## config.mk

```make
export PLATFORM = sky130hd
export DESIGN_NAME = matmul_tile_engine_flat
export DESIGN_NICKNAME = d
export VERILOG_FILES = /design/src/rtl/matmul_tile_engine_if.sv /design/src/rtl/matmul_tile_engine.sv /design/src/flat_wrapper.sv
export SDC_FILE = /design/constraint.sdc
export NUM_CORES = 2
export LEC_CHECK = 0
export CAP_MARGIN = 20
export CORE_MARGIN = 4
export CORE_UTILIZATION = 55
export DETAILED_ROUTE_END_ITERATION = 16
export GPL_ROUTABILITY_DRIVEN = 0
export PLACE_DENSITY_LB_ADDON = 0.2
export SLEW_MARGIN = 20
export SYNTH_ARGS = -nofsm -noshare
export SYNTH_HDL_FRONTEND = slang
export SYNTH_SLANG_ARGS = --single-unit
```

## constraint.sdc

```tcl
create_clock -name CLK -period 18.5 [get_ports CLK]
set_clock_uncertainty 0.2 [all_clocks]
set_input_delay 5.55 -clock CLK [delete_from_list [all_inputs] [get_ports CLK]]
set_output_delay 5.55 -clock CLK [all_outputs]
set_load 0.005 [all_outputs]
```

## src/rtl/matmul_tile_engine_if.sv

```systemverilog
// rtl/matmul_tile_engine_if.sv - control, SRAM read and O-write signals of the matmul tile engine
interface matmul_tile_engine_if #(
  parameter int ARR = 4,
  parameter int DW  = 8,
  parameter int OW  = 16,
  parameter int KW  = 4
);
  localparam int MW  = $clog2(ARR) + 1;
  localparam int AOW = $clog2(ARR);

  logic              START;
  logic [MW-1:0]     M;
  logic [MW-1:0]     N;
  logic [KW-1:0]     K;
  logic              SIGNED;
  logic              ACCUM;
  logic              BUSY;
  logic              DONE;
  logic              EN_I;
  logic [KW-2:0]     ADDR_I;
  logic [ARR*DW-1:0] RDATA_I;
  logic              EN_W;
  logic [KW-2:0]     ADDR_W;
  logic [ARR*DW-1:0] RDATA_W;
  logic              EN_O;
  logic              RW_O;
  logic [AOW-1:0]    ADDR_O;
  logic [ARR*OW-1:0] WDATA_O;

  modport master (
    input  START, M, N, K, SIGNED, ACCUM, RDATA_I, RDATA_W,
    output BUSY, DONE, EN_I, ADDR_I, EN_W, ADDR_W, EN_O, RW_O, ADDR_O, WDATA_O
  );

  modport slave (
    output START, M, N, K, SIGNED, ACCUM, RDATA_I, RDATA_W,
    input  BUSY, DONE, EN_I, ADDR_I, EN_W, ADDR_W, EN_O, RW_O, ADDR_O, WDATA_O
  );
endinterface

```

## src/rtl/matmul_tile_engine.sv

```systemverilog
// rtl/matmul_tile_engine.sv - ARR x ARR outer-product MAC array computing one O = I * W tile
module matmul_tile_engine #(
  parameter int ARR  = 4,
  parameter int DW   = 8,
  parameter int OW   = 16,
  parameter int KMAX = 8,
  parameter int KW   = 4,
  parameter int AW   = 2*DW + KW
) (
  input  logic CLK,
  input  logic RSTN,
  matmul_tile_engine_if.master bus
);
  localparam int MW  = $clog2(ARR) + 1;
  localparam int AOW = $clog2(ARR);
  localparam int PW  = 2*DW + 2;

  localparam logic signed [AW-1:0] SMAX = AW'((1 << (OW-1)) - 1);
  localparam logic signed [AW-1:0] SMIN = ~SMAX;
  localparam logic signed [AW-1:0] UMAX = AW'((1 << OW) - 1);

  typedef enum logic [2:0] {IDLE, FETCH, LAST, WRITE, FIN} state_t;

  state_t            state;
  logic [MW-1:0]     m_r, n_r, rc;
  logic [KW-1:0]     k_r, kc;
  logic              sgn_r;
  logic              rd_valid;
  logic              busy, done, en_rd, en_o;
  logic [KW-2:0]     addr_rd;
  logic [AOW-1:0]    addr_o;
  logic [ARR*OW-1:0] wdata;

  logic signed [AW-1:0] acc     [ARR][ARR];
  logic signed [AW-1:0] acc_nxt [ARR][ARR];

  logic [MW-1:0]     m_eff, n_eff;
  logic [KW-1:0]     k_eff;
  logic              start_ok;
  logic [AOW-1:0]    row_sel;
  logic [ARR*OW-1:0] row_data;

  function automatic logic [OW-1:0] sat(input logic signed [AW-1:0] v, input logic s);
    logic [OW-1:0] r;
    if (s) begin
      if (v > SMAX)      r = SMAX[OW-1:0];
      else if (v < SMIN) r = SMIN[OW-1:0];
      else               r = v[OW-1:0];
    end else begin
      if (v[AW-1])       r = '0;
      else if (v > UMAX) r = '1;
      else               r = v[OW-1:0];
    end
    return r;
  endfunction

  assign start_ok = (state == IDLE) && bus.START;

  always_comb begin
    m_eff = bus.M;
    if (bus.M == '0) m_eff = MW'(1);
    else if (bus.M > MW'(ARR)) m_eff = MW'(ARR);
    n_eff = bus.N;
    if (bus.N == '0) n_eff = MW'(1);
    else if (bus.N > MW'(ARR)) n_eff = MW'(ARR);
    k_eff = (bus.K > KW'(KMAX)) ? KW'(KMAX) : bus.K;
  end

  // Every cell accumulates, masked or not, so the datapath never depends on M/N.
  always_comb begin
    logic signed [DW:0]   a;
    logic signed [DW:0]   b;
    logic signed [PW-1:0] p;
    a = '0;
    b = '0;
    p = '0;
    for (int i = 0; i < ARR; i++) begin
      for (int j = 0; j < ARR; j++) begin
        a = {sgn_r & bus.RDATA_I[i*DW+DW-1], bus.RDATA_I[i*DW +: DW]};
        b = {sgn_r & bus.RDATA_W[j*DW+DW-1], bus.RDATA_W[j*DW +: DW]};
        p = a * b;
        acc_nxt[i][j] = acc[i][j];
        if (start_ok && !bus.ACCUM)
          acc_nxt[i][j] = '0;
        else if (rd_valid)
          acc_nxt[i][j] = acc[i][j] + {{(AW-PW){p[PW-1]}}, p};
      end
    end
  end

  // Row 0 is formed on the same edge as the last accumulation, hence acc_nxt.
  always_comb begin
    row_sel  = (state == LAST) ? '0 : rc[AOW-1:0];
    row_data = '0;
    for (int j = 0; j < ARR; j++)
      if (MW'(j) < n_r)
        row_data[j*OW +: OW] = sat(acc_nxt[row_sel][j], sgn_r);
  end

  always_ff @(posedge CLK or negedge RSTN) begin
    if (!RSTN) begin
      for (int i = 0; i < ARR; i++)
        for (int j = 0; j < ARR; j++)
          acc[i][j] <= '0;
    end else begin
      acc <= acc_nxt;
    end
  end

  always_ff @(posedge CLK or negedge RSTN) begin
    if (!RSTN) begin
      state    <= IDLE;
      m_r      <= MW'(1);
      n_r      <= MW'(1);
      k_r      <= '0;
      kc       <= '0;
      rc       <= '0;
      sgn_r    <= 1'b0;
      rd_valid <= 1'b0;
      busy     <= 1'b0;
      done     <= 1'b0;
      en_rd    <= 1'b0;
      addr_rd  <= '0;
      en_o     <= 1'b0;
      addr_o   <= '0;
      wdata    <= '0;
    end else begin
      rd_valid <= en_rd;
      case (state)
        IDLE: begin
          if (bus.START) begin
            m_r   <= m_eff;
            n_r   <= n_eff;
            k_r   <= k_eff;
            sgn_r <= bus.SIGNED;
            busy  <= 1'b1;
            if (k_eff == '0) begin
              state <= LAST;
            end else begin
              state   <= FETCH;
              en_rd   <= 1'b1;
              addr_rd <= '0;
              kc      <= KW'(1);
            end
          end
        end
        FETCH: begin
          if (kc == k_r) begin
            state   <= LAST;
            en_rd   <= 1'b0;
            addr_rd <= '0;
          end else begin
            addr_rd <= kc[KW-2:0];
            kc      <= kc + KW'(1);
          end
        end
        LAST: begin
          state  <= WRITE;
          en_o   <= 1'b1;
          addr_o <= '0;
          wdata  <= row_data;
          rc     <= MW'(1);
        end
        WRITE: begin
          if (rc == m_r) begin
            state  <= FIN;
            en_o   <= 1'b0;
            addr_o <= '0;
            wdata  <= '0;
            done   <= 1'b1;
          end else begin
            addr_o <= rc[AOW-1:0];
            wdata  <= row_data;
            rc     <= rc + MW'(1);
          end
        end
        FIN: begin
          done  <= 1'b0;
          busy  <= 1'b0;
          state <= IDLE;
        end
        default: state <= IDLE;
      endcase
    end
  end

  assign bus.BUSY    = busy;
  assign bus.DONE    = done;
  assign bus.EN_I    = en_rd;
  assign bus.EN_W    = en_rd;
  assign bus.ADDR_I  = addr_rd;
  assign bus.ADDR_W  = addr_rd;
  assign bus.EN_O    = en_o;
  assign bus.RW_O    = 1'b1;
  assign bus.ADDR_O  = addr_o;
  assign bus.WDATA_O = wdata;
endmodule

```

## src/flat_wrapper.sv

```systemverilog
// flat-port wrapper written by rule: the top's interface ports become plain ports
module matmul_tile_engine_flat 
#(
  parameter int ARR  = 4,
  parameter int DW   = 8,
  parameter int OW   = 16,
  parameter int KMAX = 8,
  parameter int KW   = 4,
  parameter int AW   = 2*DW + KW
)
  (CLK, RSTN, bus_START, bus_M, bus_N, bus_K, bus_SIGNED, bus_ACCUM, bus_RDATA_I, bus_RDATA_W, bus_BUSY, bus_DONE, bus_EN_I, bus_ADDR_I, bus_EN_W, bus_ADDR_W, bus_EN_O, bus_RW_O, bus_ADDR_O, bus_WDATA_O);
  matmul_tile_engine_if #(.ARR(ARR), .DW(DW), .OW(OW), .KW(KW)) bus_i ();
  input  logic CLK;
  input  logic RSTN;
  input wire logic [$bits(bus_i.START)-1:0] bus_START;
  input wire logic [$bits(bus_i.M)-1:0] bus_M;
  input wire logic [$bits(bus_i.N)-1:0] bus_N;
  input wire logic [$bits(bus_i.K)-1:0] bus_K;
  input wire logic [$bits(bus_i.SIGNED)-1:0] bus_SIGNED;
  input wire logic [$bits(bus_i.ACCUM)-1:0] bus_ACCUM;
  input wire logic [$bits(bus_i.RDATA_I)-1:0] bus_RDATA_I;
  input wire logic [$bits(bus_i.RDATA_W)-1:0] bus_RDATA_W;
  output wire logic [$bits(bus_i.BUSY)-1:0] bus_BUSY;
  output wire logic [$bits(bus_i.DONE)-1:0] bus_DONE;
  output wire logic [$bits(bus_i.EN_I)-1:0] bus_EN_I;
  output wire logic [$bits(bus_i.ADDR_I)-1:0] bus_ADDR_I;
  output wire logic [$bits(bus_i.EN_W)-1:0] bus_EN_W;
  output wire logic [$bits(bus_i.ADDR_W)-1:0] bus_ADDR_W;
  output wire logic [$bits(bus_i.EN_O)-1:0] bus_EN_O;
  output wire logic [$bits(bus_i.RW_O)-1:0] bus_RW_O;
  output wire logic [$bits(bus_i.ADDR_O)-1:0] bus_ADDR_O;
  output wire logic [$bits(bus_i.WDATA_O)-1:0] bus_WDATA_O;
  assign bus_i.START = bus_START;
  assign bus_i.M = bus_M;
  assign bus_i.N = bus_N;
  assign bus_i.K = bus_K;
  assign bus_i.SIGNED = bus_SIGNED;
  assign bus_i.ACCUM = bus_ACCUM;
  assign bus_i.RDATA_I = bus_RDATA_I;
  assign bus_i.RDATA_W = bus_RDATA_W;
  assign bus_BUSY = bus_i.BUSY;
  assign bus_DONE = bus_i.DONE;
  assign bus_EN_I = bus_i.EN_I;
  assign bus_ADDR_I = bus_i.ADDR_I;
  assign bus_EN_W = bus_i.EN_W;
  assign bus_ADDR_W = bus_i.ADDR_W;
  assign bus_EN_O = bus_i.EN_O;
  assign bus_RW_O = bus_i.RW_O;
  assign bus_ADDR_O = bus_i.ADDR_O;
  assign bus_WDATA_O = bus_i.WDATA_O;
  matmul_tile_engine #(.ARR(ARR), .DW(DW), .OW(OW), .KMAX(KMAX), .KW(KW), .AW(AW)) u_core (.CLK(CLK), .RSTN(RSTN), .bus(bus_i));
endmodule
```

* After elaboration in Yosys (flattened, before gate mapping)
Cells that the tools add are included.
** Word-level totals
- Bits of input ports :: 79
- Register bits :: 415
- Word-level logic and storage cells :: 220
- Output and inout bits :: 78
** Cells by class
- Multiplexer cells :: 94
- Multipliers :: 16
- Bitwise gates (word level) :: 9
- Equal/unequal tests :: 12
- Add/subtract/negate cells :: 18
- $lt $le $gt $ge :: 20
- Reductions and logical operators :: 20
** Operator list (count)
- $mux W20 :: 32
- $mux W16 :: 24
- $add A20 B20 Y20 :: 16
- $mul A9 B9 Y18 :: 16
- $bmux W80 S2 :: 1
- $mux W80 :: 2
- $pmux W64 S2 :: 1
- $gt A20 B16 Y1 const B :: 4
- $gt A20 B17 Y1 const B :: 4
- $lt A20 B16 Y1 const B :: 4
- $mux W64 :: 1
- $mux W3 :: 11
- $mux W4 :: 4
- $pmux W3 S2 :: 2
- $pmux W3 S4 :: 1
- $reduce_and A2 Y1 :: 5
- $logic_not A3 Y1 :: 3
- $and A1 B1 Y1 :: 8
- $ne A2 B2 Y1 const B :: 4
- $pmux W1 S2 :: 4
- $pmux W4 S2 :: 1
- $reduce_and A4 Y1 :: 2
- $reduce_bool A2 Y1 :: 4
- $eq A3 B2 Y1 const B :: 2
- other kinds (20) :: 33

* Logic depth before layout (Yosys ltp)
- Depth after elaboration :: 15
- Gate-level depth with buffers :: 41
- Mapped depth without buffers :: 36

* Worst setup path after synthesis
Ideal clock, no wire load.
- Path kind :: input to register
- Start point :: input port bus_RDATA_W[9]
- End point :: register u_core.wdata[20] (netlist: u_core.bus.WDATA_O[20])
- Data arrival time :: 13032 ps
- Path buffers :: 3
- Slack :: 5123 ps
- Stages :: 35
- Data required time :: 18155 ps
- Cell sequence :: clkbuf_1 > clkbuf_1 > nand2_1 > fa_1 > inv_1 > fa_1 > fa_1 > fa_1 > inv_1 > fa_1 > inv_1 > ha_1 > inv_1 > o21bai_1 > a21oi_1 > o21bai_1 > a21oi_1 > nor2b_1 > o21a_1 > o21ai_0 > nand2b_1 > a21oi_1 > xnor2_1 > ha_1 > nand2_1 > or2_2 > o221a_2 > o211a_1 > or3_1 > a21oi_1 > mux2i_1 > a211o_1 > a21boi_1 > buf_4 > o31ai_1
** On the way
- Longest elaborated chain between the ends :: 14
- Elaborated cells between the ends (all ways) :: 30
- Classes of those cells :: 4 x add/sub; 4 x mul; 3 x order compare; 19 x mux
** Ends and longest elaborated chain
- start, declared :: line flat_wrapper.sv:22 : input wire logic [$bits(bus_i.RDATA_W)-1:0] bus_RDATA_W;
- $mul A9 B9 Y18 :: line matmul_tile_engine.sv:81 : p = a * b;
- $add A20 B20 Y20 :: line matmul_tile_engine.sv:86 : acc_nxt[i][j] = acc[i][j] + {{(AW-PW){p[PW-1]}}, p};
- $mux W20 :: line matmul_tile_engine.sv:85 : else if (rd_valid)
- $mux W20 :: line matmul_tile_engine.sv:83 : if (start_ok && !bus.ACCUM)
- $bmux W80 S2 (*) :: line matmul_tile_engine.sv:97 : row_data[j*OW +: OW] = sat(acc_nxt[row_sel][j], sgn_r);
- $mux W80 (not written as such) (*) (2 in series) :: line matmul_tile_engine.sv:97
- $gt A20 B17 Y1 or $lt A20 B16 Y1 (tied branches) :: line matmul_tile_engine.sv:51, matmul_tile_engine.sv:47
- $mux W16 (on tied branches) :: line matmul_tile_engine.sv:51, matmul_tile_engine.sv:47
- $mux W16 (on tied branches) :: line matmul_tile_engine.sv:50, matmul_tile_engine.sv:46
- $mux W16 (*) :: line matmul_tile_engine.sv:45 : if (s) begin
- $mux W16 (*) :: line matmul_tile_engine.sv:96 : if (MW'(j) < n_r)
- $mux W64 :: line matmul_tile_engine.sv:165 : if (rc == m_r) begin
- $pmux W64 S2 (*) :: line matmul_tile_engine.sv:129 : case (state)
- end signal, assigned :: line matmul_tile_engine.sv:161 : wdata <= row_data;
- end signal, assigned :: line matmul_tile_engine.sv:173 : wdata <= row_data;
- end, declared :: line matmul_tile_engine.sv:32 : logic [ARR*OW-1:0] wdata;
Every way passes the cells marked *; elsewhere a longest branch is shown, timed or not. The select of a mux whose other input is x is not followed.
A chain may end at the register's enable or synchronous reset.

* Final worst setup path
- Start point :: input port bus_RDATA_I[31]
- End point :: register u_core.wdata[51] (netlist: u_core.bus.WDATA_O[51])
** On the way
- Longest elaborated chain between the ends :: 15
- Elaborated cells between the ends (all ways) :: 19
- Classes of those cells :: 1 x add/sub; 1 x mul; 3 x order compare; 13 x mux; 1 x bitwise
** Ends and longest elaborated chain
- start, declared :: line flat_wrapper.sv:21 : input wire logic [$bits(bus_i.RDATA_I)-1:0] bus_RDATA_I;
- $and A1 B1 Y1 :: line matmul_tile_engine.sv:79 : a = {sgn_r & bus.RDATA_I[i*DW+DW-1], bus.RDATA_I[i*DW +: DW]};
- $mul A9 B9 Y18 (*) :: line matmul_tile_engine.sv:81
- $add A20 B20 Y20 (*) :: line matmul_tile_engine.sv:86
- $mux W20 (*) :: line matmul_tile_engine.sv:85
- $mux W20 (*) :: line matmul_tile_engine.sv:83
- $bmux W80 S2 (*) :: line matmul_tile_engine.sv:97
- $mux W80 (*) (2 in series)
- $gt A20 B17 Y1 or $lt A20 B16 Y1 (tied branches) :: line matmul_tile_engine.sv:51, matmul_tile_engine.sv:47
- $mux W16 (on tied branches) :: line matmul_tile_engine.sv:51, matmul_tile_engine.sv:47
- $mux W16 (on tied branches) :: line matmul_tile_engine.sv:50, matmul_tile_engine.sv:46
- $mux W16 (*) :: line matmul_tile_engine.sv:45
- $mux W16 (*) :: line matmul_tile_engine.sv:96
- $mux W64 :: line matmul_tile_engine.sv:165
- $pmux W64 S2 (*) :: line matmul_tile_engine.sv:129
Marked as above.

==> results.py <==
metrics = {
    "clocking": {
        "root_buffer": "clkbuf_16",
        "post_cts_resized": 0,
        "cts_tree": "built",
        "clk_latency_ns": 0.59,
        "ctsHoldBuffers": 0,
        "cts_buffer_depth": 3,
        "cts.sinks": 415,
        "postCtsSetupBuffers": 0,
        "clk_pin_slew_ns": 0.07,
        "cts_htree_levels": 2,
        "numCtsBuffers": 42,
    },
    "logic_synthesis": {
        "seq_area_frac_synth_pct": 12.6,
        "syn_area_um2": 82500,
        "syn_inst": 9527,
        "ys_warn_count": 0,
        "synth_edf_count": 0,
        "synthDistinctLibCells": 110,
        "ys.flop_type": "dfrtp_1",
        "synth-seq-cells": 415,
        "syn_nets": 11656,
        "synth.avg_cell_area_um2": 8.66,
        "async_flop_share_pct": 100,
    },
    "floorplan": {
        "die_y_um": 395,
        "start_util_pct": 55.6,
        "die-area_um2": 156000,
        "die_w_um": 395,
        "core_um2": 148000,
        "floorplan.io_pins": 157,
        "rows": 141,
    },
    "grt": {
        "antenna_found_initial": 19,
        "grt_pass1_vias": 71634,
        "grt_max_degree": 139,
        "grt_usage_pct": 33.4,
        "grt_pass1_wl_mm": 406,
        "overflow": 0,
    },
    "final_layout": {
        "area_delta_synth_final_pct": 5.46,
        "final_cells": 11427,
        "final_cell_mix": "inv_1 (1460), fa_1 (1136), nand2_1 (1021)",
        "fin_util_pct": 58.7,
        "fin_nets": 11515,
        "layout-drive-gt1-share_pct": 3.55,
        "n_fill_cell": 13053,
        "final_common_cell": "inv_1",
    },
    "placed_design": {
        "dp_cells": 11343,
        "portBuffers": 155,
        "dpl.hpwl_mm": 201,
    },
    "worst_setup_path": {
        "critPathKind": "in2reg",
        "r2r_cells": 36,
        "crit_fanout": 36,
        "crit_arrival_ns": 15.52,
        "slowest_delay_ns": 0.67,
        "crit_top_cell": "fa_1",
        "slowest_stage": "o31ai_4",
        "endpoint_kind": "flop",
        "crit_required_ns": 18.81,
        "start_kind": "input pin",
    },
    "status": {
        "status": "finished clean",
    },
    "routing": {
        "vias_per_cell": 5.98,
        "dr_total_vias": 68340,
        "route.detailed.drc": 0,
        "wl_per_cell_um": 23.0,
        "drtPass1Iterations": 7,
        "drt-initial-drc-count": 4886,
        "ant_nets": 0,
        "drt-total-wl_mm": 263,
    },
    "timing": {
        "slew_violations": 0,
        "min_period_ns": 15.22,
        "whs_ns": 0.249,
        "tns_ns": 0,
        "finalHoldViolCount": 0,
        "timing.final.crit_share_pct": 82.3,
        "slew_headroom_pct": 16.6,
        "tightest_slew_ns": 1.24,
        "timing.fmax_mhz": 65.7,
        "setup_viol": 0,
        "rsz0062_at_grt": "no",
    },
    "job": {
        "drv_cap": 0,
    },
    "hold_path": {
        "hold_depth": 0,
        "hold_path.class": "reg2reg",
    },
}
==> Yosys cell counts (31+ instances only) <==
master / instances / area, µm²
inv_1: 1460 / 5480
fa_1: 1136 / 22700
nand2_1: 1021 / 3830
ha_1: 914 / 11400
nor2_1: 613 / 2300
and2_1: 610 / 3820
a21oi_1: 482 / 2410
dfrtp_1: 413 / 10300
xnor2_1: 381 / 3340
clkbuf_1: 354 / 1330
o21ai_0: 286 / 1430
a21o_1: 144 / 1080
mux2i_1: 137 / 1370
a211oi_1: 124 / 931
nor3_1: 122 / 611
o21a_1: 119 / 893
xor2_1: 111 / 972
o21bai_1: 88 / 661
nand2b_1: 86 / 538
nor2b_1: 72 / 450
a31oi_1: 55 / 344
nand3_1: 53 / 265
buf_2: 48 / 240
o211ai_1: 44 / 330
o31ai_1: 44 / 330
or3_1: 40 / 250
buf_1: 38 / 143
o21ai_1: 31 / 155
==> area by class of cell <==
cell class	instances	area, µm²	share of cell area (%)
diodes	9	22.5	0.0259
clock buffers	59	1220	1.40
clock inverters	15	209	0.240
inverters	1465	5500	6.32
multi-input cells	7190	64800	74.5
flip-flops and latches	415	10400	11.9
well taps	2002	2500	2.88
repair buffers	272	2330	2.68
==> layer usage <==
metal	part of all wire (%)	wire (µm)	vias up	global-route usage [%]
met3	6.2	16400	991	4.42
met4	11	28300	4	28.5
li1	-	-	30564	-
met5	0.013	34	-	0
met2	48	126000	2741	56.5
met1	35	92600	34040	37.4
==> final timing paths <==
kind	start	end	slack, ns
setup / recovery	bus_RDATA_I[31]	u_core.bus.WDATA_O[51]	3.28
hold / removal	u_core.bus.EN_I	u_core.rd_valid	0.25
setup reg to reg	u_core.sgn_r	u_core.bus.WDATA_O[51]	7.80
hold reg to reg	u_core.bus.EN_I	u_core.rd_valid	0.25
max in group asynchronous	RSTN	u_core.acc[290]	10.26
min in group asynchronous	RSTN	u_core.acc[101]	4.78
==> per-stage QoR <==
step           worst slack [ns]  area [µm²]
4_1_cts                    3.28       87000
2_1_floorplan              5.12       82500
3_5_place_dp               2.68       85600
5_1_grt                    2.65       87000
6_report                   3.28       87000
3_3_place_gp               2.66       85600
==> sequential cells by signal, indices dropped and copies added, names as in the netlist, 2 cells and up <==
signal and cells:
u_core.acc 320, u_core.bus.ADDR_I 3, u_core.m_r 3, u_core.bus.ADDR_O 2, u_core.kc 4, u_core.n_r 3
u_core.state 3, u_core.rc 3, u_core.k_r 4, u_core.bus.WDATA_O 64
==> kinds of logic (layout without fill, tap and decap cells) <==
logic type / count (synthesis) / in the layout / synth area share [%]
and+or+nand+nor: 2760 / 2760 / 15.9
adders and majority gates: 2050 / 2050 / 41.4
buffers and inverters: 1922 / 1811 / 8.94
AOI/OAI and AO/OA: 1721 / 1721 / 13.8
xor gates and xnor gates: 493 / 493 / 5.24
DFF: 415 / 415 / 12.6
muxes: 165 / 165 / 2.19
other: 1 / 10 / 0.00454
==> worst max-delay path, delay by kind of cell <==
| family | cells | cell delay [ns] |
|---|---|---|
| AO/OA/AOI/OAI | 13 | 3.20 |
| buffers and inverters | 7 | 1.43 |
| XOR/XNOR | 2 | 0.46 |
| multiplexers | 1 | 0.28 |
| adder cells (fa/ha/maj) | 7 | 3.23 |
| AND/OR/NAND/NOR | 6 | 1.32 |
Power is not shown: default switching activity piles up to over one toggle a cycle in this logic, so the estimate is an artifact.
